File: config.mk
export PLATFORM = sky130hd
export DESIGN_NAME = bus_to_bb_addr_bridge
export DESIGN_NICKNAME = d
export VERILOG_FILES = /design/src/rtl/bus_to_bb_addr_bridge.sv
export SDC_FILE = /design/constraint.sdc
export NUM_CORES = 1
export LEC_CHECK = 0
export CORE_ASPECT_RATIO = 1.25
export CORE_UTILIZATION = 47
export DETAILED_ROUTE_END_ITERATION = 8
export GPL_TIMING_DRIVEN = 0
export HOLD_SLACK_MARGIN = 0.12
export PLACE_DENSITY = 0.85
export SKIP_CTS_REPAIR_TIMING = 1
export SLEW_MARGIN = 25
export SYNTH_ARGS = -nofsm -noshare
export SYNTH_HDL_FRONTEND = slang
export SYNTH_SLANG_ARGS = --single-unit
File: constraint.sdc
create_clock -name clk -period 2.57 [get_ports clk]
set_input_delay 0.3855 -clock clk [delete_from_list [all_inputs] [get_ports clk]]
set_output_delay 0.3855 -clock clk [all_outputs]
set_load 0.05 [all_outputs]
File: src/rtl/bus_to_bb_addr_bridge.sv
// Bus-to-BB address bridge.
// Takes system-bus requests, checks that the 16-bit bus address has a BB
// equivalent, folds it down to the 12-bit BB address and queues the result
// in a small FIFO for the board-bridge transmit logic. Requests whose address
// has no BB equivalent are dropped and reported on the error outputs.
module bus_to_bb_addr_bridge #(
  parameter int BB_ADDR_WIDTH      = 12,
  parameter int BUS_ADDR_WIDTH     = 16,
  parameter int BUS_MEM_ADDR_WIDTH = 12,
  parameter int DATA_WIDTH         = 8,
  parameter int FIFO_DEPTH         = 2
) (
  input  logic                      clk,
  input  logic                      rst,
  input  logic                      in_valid,
  output logic                      in_ready,
  input  logic [BUS_ADDR_WIDTH-1:0] in_addr,
  input  logic [DATA_WIDTH-1:0]     in_data,
  input  logic                      in_wr,
  output logic                      out_valid,
  input  logic                      out_ready,
  output logic [BB_ADDR_WIDTH-1:0]  out_addr,
  output logic [DATA_WIDTH-1:0]     out_data,
  output logic                      out_wr,
  output logic                      err_pulse,
  output logic [BUS_ADDR_WIDTH-1:0] err_addr,
  output logic [7:0]                err_count
);

  localparam int PTR_W = (FIFO_DEPTH > 1) ? $clog2(FIFO_DEPTH) : 1;
  localparam int CNT_W = $clog2(FIFO_DEPTH + 1);

  typedef struct packed {
    logic [BB_ADDR_WIDTH-1:0] addr;
    logic [DATA_WIDTH-1:0]    data;
    logic                     wr;
  } entry_t;

  entry_t                    mem_q [FIFO_DEPTH];
  logic [PTR_W-1:0]          wr_ptr_q, wr_ptr_d;
  logic [PTR_W-1:0]          rd_ptr_q, rd_ptr_d;
  logic [CNT_W-1:0]          count_q, count_d;
  logic                      err_pulse_q, err_pulse_d;
  logic [BUS_ADDR_WIDTH-1:0] err_addr_q, err_addr_d;
  logic [7:0]                err_count_q, err_count_d;

  logic   addr_legal;
  entry_t in_entry;
  logic   accept;
  logic   push;
  logic   pop;
  logic   err_hit;

  // Address legality check and bus-to-BB conversion, done before the FIFO.
  always_comb begin
    in_entry = '0;
    addr_legal = (in_addr[BUS_MEM_ADDR_WIDTH-1:BB_ADDR_WIDTH-1] == '0) &&
                 (in_addr[BUS_ADDR_WIDTH-1:BUS_MEM_ADDR_WIDTH+1] == '0);
    in_entry.addr = {in_addr[BUS_MEM_ADDR_WIDTH], in_addr[BB_ADDR_WIDTH-2:0]};
    in_entry.data = in_data;
    in_entry.wr   = in_wr;
  end

  // Handshake decode; in_ready depends only on reset and registered occupancy.
  always_comb begin
    in_ready  = !rst && (count_q < CNT_W'(FIFO_DEPTH));
    out_valid = (count_q != '0);
    accept    = in_valid && in_ready;
    push      = accept && addr_legal;
    err_hit   = accept && !addr_legal;
    pop       = out_valid && out_ready;
  end

  // Next-state for FIFO pointers, occupancy and error reporting.
  always_comb begin
    wr_ptr_d    = wr_ptr_q;
    rd_ptr_d    = rd_ptr_q;
    count_d     = count_q;
    err_pulse_d = err_hit;
    err_addr_d  = err_addr_q;
    err_count_d = err_count_q;
    if (push) wr_ptr_d = wr_ptr_q + PTR_W'(1);
    if (pop)  rd_ptr_d = rd_ptr_q + PTR_W'(1);
    case ({push, pop})
      2'b10:   count_d = count_q + CNT_W'(1);
      2'b01:   count_d = count_q - CNT_W'(1);
      default: count_d = count_q;
    endcase
    if (err_hit) begin
      err_addr_d = in_addr;
      if (err_count_q != 8'hFF) err_count_d = err_count_q + 8'd1;
    end
  end

  // Control state register with synchronous reset.
  always_ff @(posedge clk) begin
    // NOTE: state registers use non-blocking assignments so every flop samples
    // the pre-edge values regardless of block evaluation order.
    if (rst) begin
      wr_ptr_q    <= '0;
      rd_ptr_q    <= '0;
      count_q     <= '0;
      err_pulse_q <= 1'b0;
      err_addr_q  <= '0;
      err_count_q <= '0;
    end else begin
      wr_ptr_q    <= wr_ptr_d;
      rd_ptr_q    <= rd_ptr_d;
      count_q     <= count_d;
      err_pulse_q <= err_pulse_d;
      err_addr_q  <= err_addr_d;
      err_count_q <= err_count_d;
    end
  end

  // FIFO storage write port.
  always_ff @(posedge clk) begin
    // NOTE: the storage array is deliberately not reset; occupancy is, and the
    // output fields are masked while the FIFO is empty, so stale entries are
    // never visible.
    if (push) mem_q[wr_ptr_q] <= in_entry;
  end

  // Present the FIFO head, forced to zero while empty.
  always_comb begin
    out_addr = '0;
    out_data = '0;
    out_wr   = 1'b0;
    if (out_valid) begin
      out_addr = mem_q[rd_ptr_q].addr;
      out_data = mem_q[rd_ptr_q].data;
      out_wr   = mem_q[rd_ptr_q].wr;
    end
  end

  assign err_pulse = err_pulse_q;
  assign err_addr  = err_addr_q;
  assign err_count = err_count_q;

endmodule

### Yosys cells after proc, flatten, opt, wreduce, memory -nomap -nowiden

Memories as Yosys holds them, arrays and structs flattened. A register that Yosys moved wholly into a read port is not among the register bits.
Index checks and enable logic that the tools add are counted.

* register bits: 29
* latch bits: 0
* memory bits (writable): 42
* memory bits (read-only): 0
* input port bits: 29
* logic and storage cells: 37
* memories: 1

* add/sub/neg operators: 5
* multiply operators: 0
* div/mod/pow operators: 0
* $lt $le $gt $ge: 1
* equality and inequality tests: 3
* shifts and indexed selects: 0
* muxes and demuxes: 8
* bitwise gates (word level): 1
* reduce and logical (&&, ||, !) cells: 12

Memory list
* mem_q: words 2, bits a word 21, read ports 1, clocked after memory_dff 1, wr ports 1, line 39 `entry_t mem_q [FIFO_DEPTH];`

Operators with widths (number)
* $mux 12: 1
* $add 8x1->8 const B: 1
* $mux 8: 1
* $ne 8x8->1 const B: 1
* $logic_and 1x1->1: 6
* $mux 1: 5
* $pmux 2 s2: 1
* $reduce_bool 2->1: 2
* $logic_not 3->1: 1
* $add 1x1->1 const B: 2
* $add 2x1->2 const B: 1
* $eq 2x1->1 const B: 1
* $eq 2x2->1 const B: 1
* $logic_not 1->1: 2
* $lt 2x2->1 const B: 1
* $reduce_and 2->1: 1
* $sub 2x1->2 const B: 1
* $not 1->1: 1

### Longest topological paths before layout

Gate-level depths: netlist of the first run.

* word-level depth: 6
* depth in mapped cells: 6

### Least setup slack after synthesis of the first run

No wires, ideal clock.

* path type: input port to flip-flop
* start: in in_addr[11]
* end: mem mem_q[0][0] (netlist bit), enable pin
* data arrival time: 1.914 ns
* required time: 2.171 ns
* path slack: 0.257 ns
* stages on the path: 3
* buffers on the path: 0
* cell sequence: nor4_1 -> nand2_1 -> nor2_1

* cells in the longest elaborated chain, start to end: 5

RTL lines
* start: declaration: line 17 `input logic [BUS_ADDR_WIDTH-1:0] in_addr,`
* $not 1->1: line 57 `addr_legal = (in_addr[BUS_MEM_ADDR_WIDTH-1:BB_ADDR_WIDTH-1] == '0) &&`
* $logic_and 1x1->1: line 57
* $logic_and 1x1->1: line 69 `push = accept && addr_legal;`
* $mux 1: line 121 `if (push) mem_q[wr_ptr_q] <= in_entry;`
* $mux 1 (implied by the code): line 121
* end: declaration: line 39

Every way passes these cells.

### Worst setup path after layout of the first run

* start: reg count_q[1]
* end: out out_valid

* cells in the longest elaborated chain, start to end: 1

RTL lines
* start: declaration: line 42 `logic [CNT_W-1:0] count_q, count_d;`
* start signal: assignment: line 109 `count_q <= count_d;`
* $reduce_bool 2->1: line 67 `out_valid = (count_q != '0);`
* end: declaration: line 20 `output logic out_valid,`

Every way passes these cells.

==> results of run 1 <==
-- layout make-up --
cell class | instances | area [um2]
clock buffer | 9 | 124
multi-input combinational | 143 | 876
sequential | 72 | 1860
clock inverter | 7 | 68.8
inverter | 4 | 15.0
timing repair buffer | 77 | 828
tap | 66 | 82.6
buffer | 11 | 65.1
fill | 420 | 1860
-- critical path, stage by stage (launching register included) --
cell             delay (ps)
dfxtp_1                 370
nor2_1                  290
clkbuf_2                290
inv_1                    60
clkdlybuf4s50_1         690
-- power groups by stage --
stage	sequential [mW]	combinational [mW]	clock, mW
2_1_floorplan	1.33	0.0981	0
3_3_place_gp	1.27	0.264	0
3_5_place_dp	1.27	0.270	0
4_1_cts	1.25	0.271	0.889
5_1_grt	1.25	0.285	0.935
6_report	1.25	0.269	0.874
-- final timing paths --
| check | startpoint | endpoint | slack (ps) | cells after the start |
|---|---|---|---|---|
| setup / recovery | count_q[1] | out_valid | 140 | 4 |
| hold / removal | err_addr[0] | err_addr[0] | 460 | 2 |
| setup reg to reg | count_q[1] | mem_q[1][8] | 470 | 2 |
| hold reg to reg | err_addr[0] | err_addr[0] | 460 | 2 |
-- metal layers --
metal / global-route usage / vias to the layer above
met3: 0.0513 / 10
met4: 0.100 / 0
met5: 0 / -
met2: 0.365 / 59
li1: - / 990
met1: 0.222 / 975
-- state kept, by name (all words and copies together), names as in the netlist, named ones only --
signal and cells:
mem_q 42, count_q 2, err_addr 16, rd_ptr_q 1, err_count 8, err_pulse 1, wr_ptr_q 1
-- cell families (layout without fill, tap and decap cells) --
logic type / count (synthesis) / after routing / synth area share
compound gates: 28 / 28 / 0.0628
xor+xnor: 5 / 5 / 0.0156
fa+ha+maj: 2 / 2 / 0.00890
buf+inv: 15 / 108 / 0.0267
flops: 72 / 72 / 0.663
mux: 23 / 23 / 0.0819
simple gates: 85 / 85 / 0.142
-- Yosys cell counts, types with 3 or more instances --
master     n
a21oi_1   14
a22oi_1    4
buf_2      3
clkbuf_1   6
dfxtp_1   30
edfxtp_1  42
inv_1      4
mux2i_1   23
nand2_1   27
nand3_1    5
nor2_1    35
nor2b_1    3
o21ai_0    5
or3_1      3
xor2_1     3
-- cells in the final DEF, fill, tap and decap left out, types with 3 or more instances in the layout --
master and count:
clkdlybuf4s50_1 55, edfxtp_1 42, nor2_1 34, dfxtp_1 30, nand2_1 27, mux2i_1 23
dlymetal6s2s_1 21, a21oi_1 14, clkbuf_8 9, nand3_1 5, o21ai_0 5, clkbuf_2 4
inv_1 4, a22oi_1 4, nor2b_1 3, buf_2 3, or3_1 3, xor2_1 3
clkinv_2 3
-- per-stage QoR --
stage	total power [mW]	setup TNS (ps)	instances	area [um2]
5_1_grt	2.47	0	389	3920
3_5_place_dp	1.54	-5460	373	3670
4_1_cts	2.41	-2200	389	3860
6_report	2.39	0	389	3920
2_1_floorplan	1.43	0	230	2810
3_3_place_gp	1.54	-20800	372	3650
==> metrics.txt, run 1 <==
vias in the first global route=a little under 2000; Max Clk Rate=411 MHz; hold_ws=between 400 and 500 ps; CTS root buffer=clkbuf_8; unrepaired setup endpoints after global routing=no; Routed Wire Length=~6100 um; RePlAce Congestion=0.743; Iter 0 DRT Violations=~120; dpl ws=-419 ps; Setup Skew=around 8.1 ps; Post-Route Utilization=0.679; Synth Net Count=261; #FFs+latches synth=between 70 and 80; wire length on met2=approximately 3300 um; sequential-to-total area share from yosys stat=0.663; P&R area growth vs syn=39.5%; P_sw=around 0.6 mW; global-route usage over all layers=0.202; Pint=between 1.5 and 2 mW; CTS Buf Count=9; total grt overflow=0; headroom to the max-slew limit=0.348; setup ws final=between 100 and 150 ps; Hold Crit Class=reg -> reg; actual slew at the worst max-slew pin=around 1000 ps; DR WL met3=roughly 340 um; I/O pins=between 70 and 80; PwrDens=just over 600 mW/mm2; Longest Clk Path Bufs=2; global-route wire length before repair=9430 um; WS Path Type=reg -> out; Max FO, Critical Path=10; minimum clock period=2430 ps; largest net degree at the start of global routing=22; CTS tree=done; synthesized area per cell=around 12 um2; CP Capture Type=primary output; router iterations before antenna repair=8; Final nets=between 300 and 400; post-synthesis cell area=0.00281 mm2; Data arrival, critical path=a little over 2000 ps; Vias=between 2000 and 2500; Avg WL per Cell=~16 um; Cell variety after synth=31; top sig layer=met4; sw frac=0.250; CP Launch Type=flip-flop; share of layout cells above drive strength 1=0.102; final setup vio count=0; clk slew on worst S/H paths=about 80 ps; Seq pwr share=0.522; initial antenna violation count=0; Syn. warnings=0; WP data required=about 2200 ps; I/O Buffers=76; Area contributors post-synth=edfxtp_1, dfxtp_1, mux2i_1, nor2_1, nand2_1; Leak Pwr=approximately 1.7 nW; die height=slightly below 90 um; DR DRC count=5; area leader, netlist=edfxtp_1; post-synthesis cell count=between 200 and 250; M1 WL=around 2300 um; number of core rows=31; Clk pwr share=0.366; Detail Route Antenna Nets=0; EDFF count, synth=between 40 and 50; CTS H-tree depth=3; Comb pwr share=0.112; core area=slightly below 0.006 mm2; Die W=~71 um; maximum vdd drop=0.000391 V; run status=complete, but fails checks; Antenna Cells=0; DP HPWL=4360 um; Clk Latency, worst-skew pair=340 ps; full die area=0.00629 mm2; failing checks=design-rule violations; Max Slew Vio Count=0; Top FF cell, synth=edfxtp_1; FFs w/ async S/R, synth=0; Initial Utilization=0.486; top cell type's share of synthesized area=0.449; Max Cap Violations=0; CTS sink count=72; fin crit share=0.947; Hold Fails Final Rpt=0; Via density=between 5 and 6
(Power assumes the default switching activity.)
==> inputs of run 2 (changes only) <==
- MAX_ROUTING_LAYER: default -> met4
==> metrics.txt, run 2 (synthesized netlist as in run 1, its figures left out) <==
crit-path cells=nor2_1, clkbuf_2, inv_1, clkdlybuf4s50_1 (unchanged); unrepaired setup endpoints after global routing=no (unchanged); CP Launch Type=flip-flop (unchanged); global-route usage over all layers=0.209 (was 0.202); P_sw=0.597 mW (was 0.598 mW); Post-Route Utilization=0.679 (unchanged); Crit path max-delay family=buffers and inverters (unchanged); Max Slew Vio Count=0 (unchanged); dpl ws=-419 ps (unchanged); Max Cap Violations=0 (unchanged); CTS root buffer=clkbuf_8 (unchanged); fin crit share=0.946 (was 0.947); worst r2r src=count_q[1] (unchanged); Hold Fails Final Rpt=0 (unchanged); worst-case reg-to-reg path depth=2 (unchanged); CTS H-tree depth=3 (unchanged); global-route wire length before repair=9450 um (was 9430 um); core area=0.00578 mm2 (unchanged); I/O pins=77 (unchanged); Initial Utilization=0.486 (unchanged); CTS sink count=72 (unchanged); full die area=0.00629 mm2 (unchanged); Routed Wire Length=6110 um (was 6100 um); failing checks=design-rule violations (unchanged); # fillers=420 (unchanged); clk slew on worst S/H paths=80 ps (about the same); DR DRC count=5 (unchanged); PwrDens=609 mW/mm2 (was 610 mW/mm2); sw frac=0.250 (about the same); Leak Pwr=1.71 nW (unchanged); Iter 0 DRT Violations=139 (was 117); Clk pwr share=0.365 (was 0.366); slowest cell on the critical path=clkdlybuf4s50_1 (unchanged); most frequent cells in the layout=clkdlybuf4s50_1, edfxtp_1, nor2_1, dfxtp_1, nand2_1 (unchanged); Pint=1.79 mW (about the same); r2r endpoint=mem_q[1][8] (unchanged); largest net degree at the start of global routing=22 (unchanged); final setup vio count=0 (unchanged); worst hold stages=2 (unchanged); total grt overflow=0 (unchanged); hold_ws=457 ps (about the same); Data arrival, critical path=2050 ps (about the same); Hold Crit Class=reg -> reg (unchanged); Max Clk Rate=411 MHz (about the same); FF-to-FF setup slack=470 ps (about the same); Antenna Cells=0 (unchanged); number of core rows=31 (unchanged); I/O Buffers=76 (unchanged); crit path buf inv count=3 (unchanged); Clk Latency, worst-skew pair=340 ps (about the same); WHS Endpoint=err_addr[0] (unchanged); Comb pwr share=0.113 (was 0.112); router iterations before antenna repair=9 (was 8); Non-Filler Instances=389 (unchanged); Final nets=349 (unchanged); RePlAce Congestion=0.752 (was 0.743); setup ws final=138 ps (was 136 ps); Vias=2045 (was 2034); initial antenna violation count=0 (unchanged); DP HPWL=4360 um (unchanged); Avg WL per Cell=15.7 um (about the same); setup TNS=0 ps (unchanged); max incr delay on CP=690 ps (about the same); Longest Clk Path Bufs=2 (unchanged); WS Path Type=reg -> out (unchanged); Via density=5.26 (was 5.23); share of layout cells above drive strength 1=0.102 (unchanged); dpl cells=373 (unchanged); minimum clock period=2430 ps (about the same); WP data required=2180 ps (about the same); CTS tree=done (unchanged); headroom to the max-slew limit=0.342 (was 0.348); Setup Skew=8.31 ps (was 8.06 ps); commonest non-fill, non-tap cell in the layout=clkdlybuf4s50_1 (unchanged); run status=complete, but fails checks (unchanged); worst hold start=err_addr[0] (unchanged); P&R area growth vs syn=39.5% (unchanged); Reg with most FFs=mem_q (unchanged); CTS Buf Count=9 (unchanged); Seq pwr share=0.522 (about the same); max reg flops=42 (unchanged); Detail Route Antenna Nets=0 (unchanged); maximum vdd drop=0.000391 V (about the same); vias in the first global route=1982 (was 1984); actual slew at the worst max-slew pin=988 ps (was 979 ps); die height=88.5 um (unchanged); Die W=71.2 um (unchanged); Max FO, Critical Path=10 (unchanged); CP Capture Type=primary output (unchanged)
run 2: worst max path at each step:
| stage | from | endpoint | slack, ps | cells past startpoint |
|---|---|---|---|---|
| floorplan | in_addr[11] | mem_q[0][0] | 260 | 3 |
| global placement | in_addr[11] | mem_q[0][7] | -840 | 4 |
| detailed placement | rst | in_ready | -420 | 5 |
| CTS | rst | in_ready | -430 | 5 |
| global route | count_q[1] | out_valid | 20 | 4 |
| finish | count_q[1] | out_valid | 140 | 4 |
run 2: through the flow:
step / instance area, um2 / power (mW)
floorplan: 2810 / 1.43
CTS: 3860 / 2.41
detailed placement: 3670 / 1.54
finish: 3920 / 2.39
global placement: 3650 / 1.54
global route: 3920 / 2.47
run 2: metal layers:
metal | track usage | share of wire | vias to the layer above | routed length [um]
li1 | - | - | 992 | -
met1 | 0.225 | 0.39 | 982 | 2380
met2 | 0.364 | 0.55 | 61 | 3330
met3 | 0.0478 | 0.050 | 10 | 303
met4 | 0.100 | 0.015 | 0 | 94
met5 | - | 0 | - | 0
run 2: worst min-delay path, delay by kind of cell (launching register included):
family,cells,cell delay [ps]
flops,1,310
simple gates,1,50
compound gates,1,50
run 2: layout make-up:
type / instances / area, um2 / area share
clock buffer: 9 / 124 / 0.0316
tap: 66 / 82.6 / 0.0211
timing repair buffer: 77 / 828 / 0.211
buffer: 11 / 65.1 / 0.0166
inverter: 4 / 15.0 / 0.00383
clock inverter: 7 / 68.8 / 0.0175
multi-input combinational: 143 / 876 / 0.223
sequential: 72 / 1860 / 0.475
run 2: power groups by stage:
stage | Sequential [mW] | Clock [mW] | Combinational [mW]
floorplan | 1.33 | 0 | 0.0981
global placement | 1.27 | 0 | 0.264
detailed placement | 1.27 | 0 | 0.270
CTS | 1.25 | 0.889 | 0.271
global route | 1.25 | 0.935 | 0.285
finish | 1.25 | 0.872 | 0.269
